## config.mk

```make
export PLATFORM = sky130hd
export DESIGN_NAME = fifo_wr_arbiter
export DESIGN_NICKNAME = d
export VERILOG_FILES = /design/src/rtl/fifo_wr_arbiter.sv
export SDC_FILE = /design/constraint.sdc
export NUM_CORES = 1
export LEC_CHECK = 0
export CAP_MARGIN = 5
export CORE_MARGIN = 4
export CORE_UTILIZATION = 40
export CTS_CLUSTER_SIZE = 12
export DETAILED_ROUTE_END_ITERATION = 8
export GPL_ROUTABILITY_DRIVEN = 0
export HOLD_SLACK_MARGIN = 0.03
export PLACE_DENSITY_LB_ADDON = 0.1
export SLEW_MARGIN = 0
export SYNTH_ARGS = -nofsm -noshare
export SYNTH_HDL_FRONTEND = slang
export SYNTH_SLANG_ARGS = --single-unit
```

## constraint.sdc

```tcl
create_clock -name wr_clk -period 2.7 [get_ports wr_clk]
set_input_delay 0.54 -clock wr_clk [delete_from_list [all_inputs] [get_ports wr_clk]]
set_output_delay 0.54 -clock wr_clk [all_outputs]
set_load 0.02 [all_outputs]
```

## src/rtl/fifo_wr_arbiter.sv

```systemverilog
`timescale 1ns/1ps
// fifo_wr_arbiter
//  Shares the single write port of the async FIFO write domain among NUM_REQ
//  requesters. A round-robin grant is taken in IDLE and held for a burst that
//  ends on req_last or after MAX_BURST accepted words. wr_full is honoured, so
//  the FIFO is never written past full. Everything runs in the wr_clk domain.
//
//  Ports
//   wr_clk     in   write-domain clock
//   wr_rst     in   asynchronous, active-low reset
//   req_valid  in   [NUM_REQ]            requester i has a word on req_data
//   req_last   in   [NUM_REQ]            word from requester i ends its burst
//   req_data   in   [NUM_REQ*DATA_SIZE]  requester i at [i*DATA_SIZE +: DATA_SIZE]
//   req_ready  out  [NUM_REQ]            word from requester i accepted (valid&ready)
//   wr_full    in   FIFO full flag (registered, write side)
//   wr_inc     out  write strobe to the FIFO
//   wr_data    out  [DATA_SIZE]          write data to the FIFO
//   gnt_id     out  [$clog2(NUM_REQ)]    currently granted requester
//   busy       out  high while a burst is granted
//
//  req_ready / wr_inc / wr_data are combinational from the registered state
//  and the granted requester's inputs, so the accept happens in the same
//  cycle the word is presented. They decode from state, so the asynchronous
//  reset forces them low without a clock edge.
module fifo_wr_arbiter #(
  parameter int unsigned NUM_REQ   = 4,
  parameter int unsigned DATA_SIZE = 8,
  parameter int unsigned MAX_BURST = 8
) (
  input  logic                         wr_clk,
  input  logic                         wr_rst,
  input  logic [NUM_REQ-1:0]           req_valid,
  input  logic [NUM_REQ-1:0]           req_last,
  input  logic [NUM_REQ*DATA_SIZE-1:0] req_data,
  output logic [NUM_REQ-1:0]           req_ready,
  input  logic                         wr_full,
  output logic                         wr_inc,
  output logic [DATA_SIZE-1:0]         wr_data,
  output logic [$clog2(NUM_REQ)-1:0]   gnt_id,
  output logic                         busy
);

  localparam int unsigned GW = $clog2(NUM_REQ);
  localparam int unsigned CW = $clog2(MAX_BURST + 1);

  // Count value at which the accepted word is the final one of a capped burst
  localparam logic [CW-1:0] CNT_LAST = CW'(MAX_BURST - 1);
  localparam logic [GW-1:0] GNT_MAX  = GW'(NUM_REQ - 1);

  typedef enum logic {
    S_IDLE  = 1'b0,
    S_BURST = 1'b1
  } state_t;

  state_t               r_state;
  state_t               w_state_nxt;

  logic [GW-1:0]        r_gnt_id;
  logic [GW-1:0]        r_rr_ptr;
  logic [CW-1:0]        r_burst_cnt;

  logic [GW-1:0]        w_arb_pick;
  logic [GW-1:0]        w_arb_idx;
  logic                 w_arb_found;
  logic [GW-1:0]        w_gnt_inc;
  logic                 w_any_req;
  logic                 w_accept;
  logic                 w_burst_end;
  logic [DATA_SIZE-1:0] w_req_word [NUM_REQ];

  // Unpack the flat request data bus into one word per requester
  for (genvar gi = 0; gi < NUM_REQ; gi++) begin : g_unpack
    assign w_req_word[gi] = req_data[gi*DATA_SIZE +: DATA_SIZE];
  end

  assign w_any_req = |req_valid;

  // A word moves only while bursting, the granted requester offers one and
  // the FIFO has room
  assign w_accept    = (r_state == S_BURST) && req_valid[r_gnt_id] && !wr_full;
  assign w_burst_end = w_accept && (req_last[r_gnt_id] || (r_burst_cnt == CNT_LAST));

  // Pointer for the next arbitration: one past the requester just served
  assign w_gnt_inc = (r_gnt_id == GNT_MAX) ? '0 : r_gnt_id + GW'(1);

  // Round-robin search: first valid requester starting at r_rr_ptr, wrapping
  always_comb begin
    w_arb_pick  = r_rr_ptr;
    w_arb_idx   = r_rr_ptr;
    w_arb_found = 1'b0;
    for (int unsigned k = 0; k < NUM_REQ; k++) begin
      w_arb_idx = GW'((32'(r_rr_ptr) + k) % NUM_REQ);
      if (!w_arb_found && req_valid[w_arb_idx]) begin
        w_arb_pick  = w_arb_idx;
        w_arb_found = 1'b1;
      end
    end
  end

  // State register
  always_ff @(posedge wr_clk or negedge wr_rst) begin
    if (!wr_rst) begin
      r_state <= S_IDLE;
    end else begin
      r_state <= w_state_nxt;
    end
  end

  // Next-state logic
  always_comb begin
    w_state_nxt = r_state;
    case (r_state)
      S_IDLE: begin
        if (w_any_req) begin
          w_state_nxt = S_BURST;
        end
      end
      S_BURST: begin
        if (w_burst_end) begin
          w_state_nxt = S_IDLE;
        end
      end
      default: w_state_nxt = S_IDLE;
    endcase
  end

  // Output decode
  always_comb begin
    req_ready = '0;
    wr_inc    = 1'b0;
    wr_data   = '0;
    busy      = (r_state == S_BURST);
    gnt_id    = r_gnt_id;
    if (r_state == S_BURST) begin
      req_ready[r_gnt_id] = !wr_full;
      wr_inc              = w_accept;
      if (w_accept) begin
        wr_data = w_req_word[r_gnt_id];
      end
    end
  end

  // Grant, round-robin pointer and burst word counter
  always_ff @(posedge wr_clk or negedge wr_rst) begin
    if (!wr_rst) begin
      r_gnt_id    <= '0;
      r_rr_ptr    <= '0;
      r_burst_cnt <= '0;
    end else begin
      if ((r_state == S_IDLE) && w_any_req) begin
        r_gnt_id    <= w_arb_pick;
        r_burst_cnt <= '0;
      end else if (w_accept) begin
        if (w_burst_end) begin
          r_rr_ptr    <= w_gnt_inc;
          r_burst_cnt <= '0;
        end else begin
          r_burst_cnt <= r_burst_cnt + CW'(1);
        end
      end
    end
  end

endmodule

```

==> flow_results.org <==
** Outcome
- Result of the run :: completed

** Synth
- In this run, synthesis inferred 0 flip-flops with an integrated enable.
- Counting flops and latches in the post-synthesis netlist gives 9.
- Mean instance size in the synthesized netlist :: 10.4 sq um
- Cells taking the most area after synthesis :: dfrtp_1 (23%), mux4_2 (23%), ha_1 (6.4%)
- Net count of the mapped netlist :: about 140
- Measured against the total synthesized area, the mux share comes to 25.4%.
- Of the synthesized area, sequential elements account for a little under a quarter.
- Proportion of synthesized flip-flops having asynchronous set or reset :: between 90% and 100%
- Summed instance area of the synthesized netlist :: 976 sq um
- For this run, the number of Yosys warnings is 0.
- The synthesized design spends more area on one cell type than any other, namely dfrtp_1.
- Post-synth top flop :: dfrtp_1
- Summing the areas of all xor and xnor instances in the mapped netlist gives 0% of the synthesized area.
- Main combinational cell family by area after synthesis :: multiplexers
- Share of the synthesized area in compound gates (AO/OA/AOI/OAI) :: about 18%
- Synthesis handed over a netlist of 94 instances.
- Adder and majority gate portion of the synthesized area :: between 6 and 7%
- Yosys top cell area share :: a little under a quarter
- Of the total synthesized cell area, the portion taken by AND, OR, NAND and NOR gates is between 20% and 30%.
- In this run, distinct cell masters in the synthesized netlist total 37.

** Setup path
- Data on the critical path arrives at its endpoint at 2.09 ns.
- The worst setup path is launched from an input port.
- Worst reg2reg setup slack :: 0.64 ns
- At the worst endpoint, the required time is between 2 and 2.5 ns.
- Of all nets on the critical path, the largest fanout is 5.
- Capturing element type of the critical path :: primary output
- The worst setup path is of the in2out kind.

** Clock tree
- Max Buffers Root-to-Sink :: 2
- CTS buffer count :: 3
- Post-CTS timing repair inserted 0 buffers for setup.
- At the later pin of the worst-skew pair, clock insertion delay measures around 0.25 ns.
- Counting every sink on the clock net gives 9.
- In this run the number of H-tree levels came out at 1.
- Clock slew at the register clock pins of the worst setup and hold paths :: roughly 0.050 ns
- TritonCTS clock tree :: built
- Count of hold buffers inserted by post-cts repair :: 0
- Cell at the root of the clock tree :: clkbuf_4

** Global routing
- The total overflow left after global routing is 0.
- Largest net degree at the start of global routing :: 17
- The first global-routing pass estimated between 5000 and 6000 um of wire.
- Number of antenna violations at the first check in global routing :: 0
- Global routing consumed, over all layers together, about a fifth of the routing resources.
- The via count of the first global-routing pass was 1040.

** Routing
- The detail route stage leaves a number of antenna-violating nets equal to 0.
- For this run, design rule violations remaining after detail routing come to 0.
- DRT iter0 DRCs :: 26
- The final route contains 1066 vias.
- Vias/cell :: 5.58
- After detailed routing, the average wire length per cell comes to roughly 17 um.
- Pre-antenna DRT Iters :: 4
- Total detailed-routing wirelength :: ~3200 um

** STA
- Across the routed clock network, the largest skew measured is about 0.0008 ns.
- The number of pins exceeding their max-slew limit in the final report is 0.
- Maximum clock frequency :: roughly 0.38 GHz
- For the finished layout, the period the worst path requires is 2.63 ns.
- Actual transition at the worst max-transition pin :: slightly above 0.6 ns
- Setup repair after global routing left no endpoint under its margin.
- In the finished design, the share of the clock period the worst path needs comes to a little over nine tenths.
- Max-Slew Margin vs Limit :: about three fifths
- Post-layout worst setup margin :: roughly 0.074 ns
- On the final layout, the worst hold slack is about 0.57 ns.
- Number of failing setup endpoints in the final timing report :: 0
- The number of hold violations in the final report came to 0.

** Min path
- The min-delay analysis places its worst path in the category in2async.

** Floorplanning
- In this run the standard cell core region covers about 2300 sq um.
- The die is between 50 and 60 um wide.
- Floorplan die height :: 57.4 um
- Once the floorplan was initialized, standard cells occupied between 40 and 50% of the core.
- The floorplan step defined a die boundary enclosing ~3300 sq um.
- I/O pin count :: between 50 and 60
- After floorplanning, the core was divided into 17 placement rows.

** Placed design
- Buffers on Ports :: 58
- Timing analysis after detailed placement gives a worst setup slack of -0.143 ns.
- Total placed cells including tap cells :: about 190
- Post-detail-place hpwl :: between 2000 and 2500 um
- Dpl cell area :: around 1700 sq um

** Final layout
- After routing the design area is 1700 sq um.
- At the end of the flow, the number of nets in the layout was 212.
- Of the cells placed in the final design, the portion with a size suffix greater than 1 is 18.4%.
- Once layout is complete, the cells apart from fillers number ~190.
- Growth of design area from synthesis to finish :: 74.2%
- The repair_antennas step left the layout with diodes totalling 0.

** Pwr
- The design draws 0.00123 W.
- Dividing total power by cell area gives a power density of 724 nW/um^2.
- In this run the static leakage power is ~0.74 nW.
- The worst-case IR drop observed on VDD is 643 uV.

** Job
- Count of max-cap constraint violations :: 0
[layer usage]
layer | vias to the layer above | wire, um | part of all wire [%] | track usage (%)
met5 | - | 0 | 0 | 0
met4 | 0 | 22 | 0.68 | 4.97
met3 | 2 | 235 | 7.3 | 2.71
met2 | 59 | 1510 | 47 | 32.4
met1 | 495 | 1450 | 45 | 27.8
li1 | 510 | - | - | -
[stage by stage]
step / utilization [%] / setup TNS, ns
after floorplan: - / 0
after detailed placement: 73.1 / -1.16
after global routing: 74.7 / 0
after CTS: 74.7 / 0
after global placement: 73.1 / -1.08
final: 74.7 / 0
[cell usage in the layout (no fill, tap or decap), types with 3 or more instances in the layout]
cell type        Yosys  routed
dfrtp_1              9       9
mux4_2              10      11
buf_4                0       9
o21ai_0              6       6
nor2b_1              3       3
o22ai_1              3       3
clkbuf_4             0       3
clkdlybuf4s50_1      0      49
ha_1                 5       5
and3_1               9       9
nor2_1               4       4
inv_1                7       7
nand2_1              3       3
and2_1               4       4
dlygate4sd2_1        0       9
[power breakdown]
| group | total (W) | internal [W] | leakage [nW] | switching, W |
|---|---|---|---|---|
| Clock | 0.0000949 | 0.0000564 | 0.0150 | 0.0000385 |
| Sequential | 0.000276 | 0.000189 | 0.114 | 0.0000873 |
| Combinational | 0.000859 | 0.000458 | 0.610 | 0.000401 |
| Total | 0.00123 | 0.000703 | 0.739 | 0.000527 |
[critical path, stage by stage]
cell             delay (ns)
clkdlybuf4s50_1        0.46
mux4_2                 0.56
and3_1                 0.20
dlygate4sd2_1          0.32
[cell usage after synthesis, drive strengths merged (2+ instances only)]
| master | instances |
|---|---|
| a21boi | 2 |
| ha | 5 |
| mux4 | 10 |
| o21ai | 6 |
| nor2 | 4 |
| a2111oi | 2 |
| nor2b | 3 |
| clkbuf | 2 |
| a21oi | 2 |
| dfrtp | 9 |
| and2 | 4 |
| nand2 | 3 |
| and3 | 9 |
| mux2 | 2 |
| buf | 2 |
| o22ai | 3 |
| inv | 7 |
| nand2b | 2 |
[layout make-up]
type	count	area, sq um
well taps	28	35.0
fillers	176	576
repair buffers	68	657
multi-input cells	75	731
clock buffers	4	26.3
inverters	7	26.3
flip-flops and latches	9	225
[cell families (layout without fill, tap and decap cells)]
kind of cell | count (synthesis) | in the layout
and+or+nand+nor | 36 | 36
AOI/OAI and AO/OA | 21 | 21
muxes | 12 | 13
buffers and inverters | 11 | 79
DFF | 9 | 9
adders and majority gates | 5 | 5
[registers in the layout, summed over array words and instances, names as in the netlist]
name / flops
busy: 1
r_burst_cnt: 4
r_rr_ptr: 2
gnt_id: 2
[path summary, 6_finish.rpt]
kind                                     start              to  cells past startpoint
min in group wr_clk             r_burst_cnt[1]  r_burst_cnt[1]                      2
worst max register to register       gnt_id[0]     r_rr_ptr[0]                      4
worst max-delay path              req_valid[3]      wr_data[4]                      4
worst min register to register  r_burst_cnt[1]  r_burst_cnt[1]                      2
worst min-delay path                    wr_rst       gnt_id[0]                      1
max in group asynchronous               wr_rst            busy                      1
[timing repair]
action,4_1_cts,5_1_grt
setup endpoints to repair,9,0
resized for setup,10,0
endpoints found under the hold margin,0,0
No activity file was read; power rests on OpenSTA's default activity.
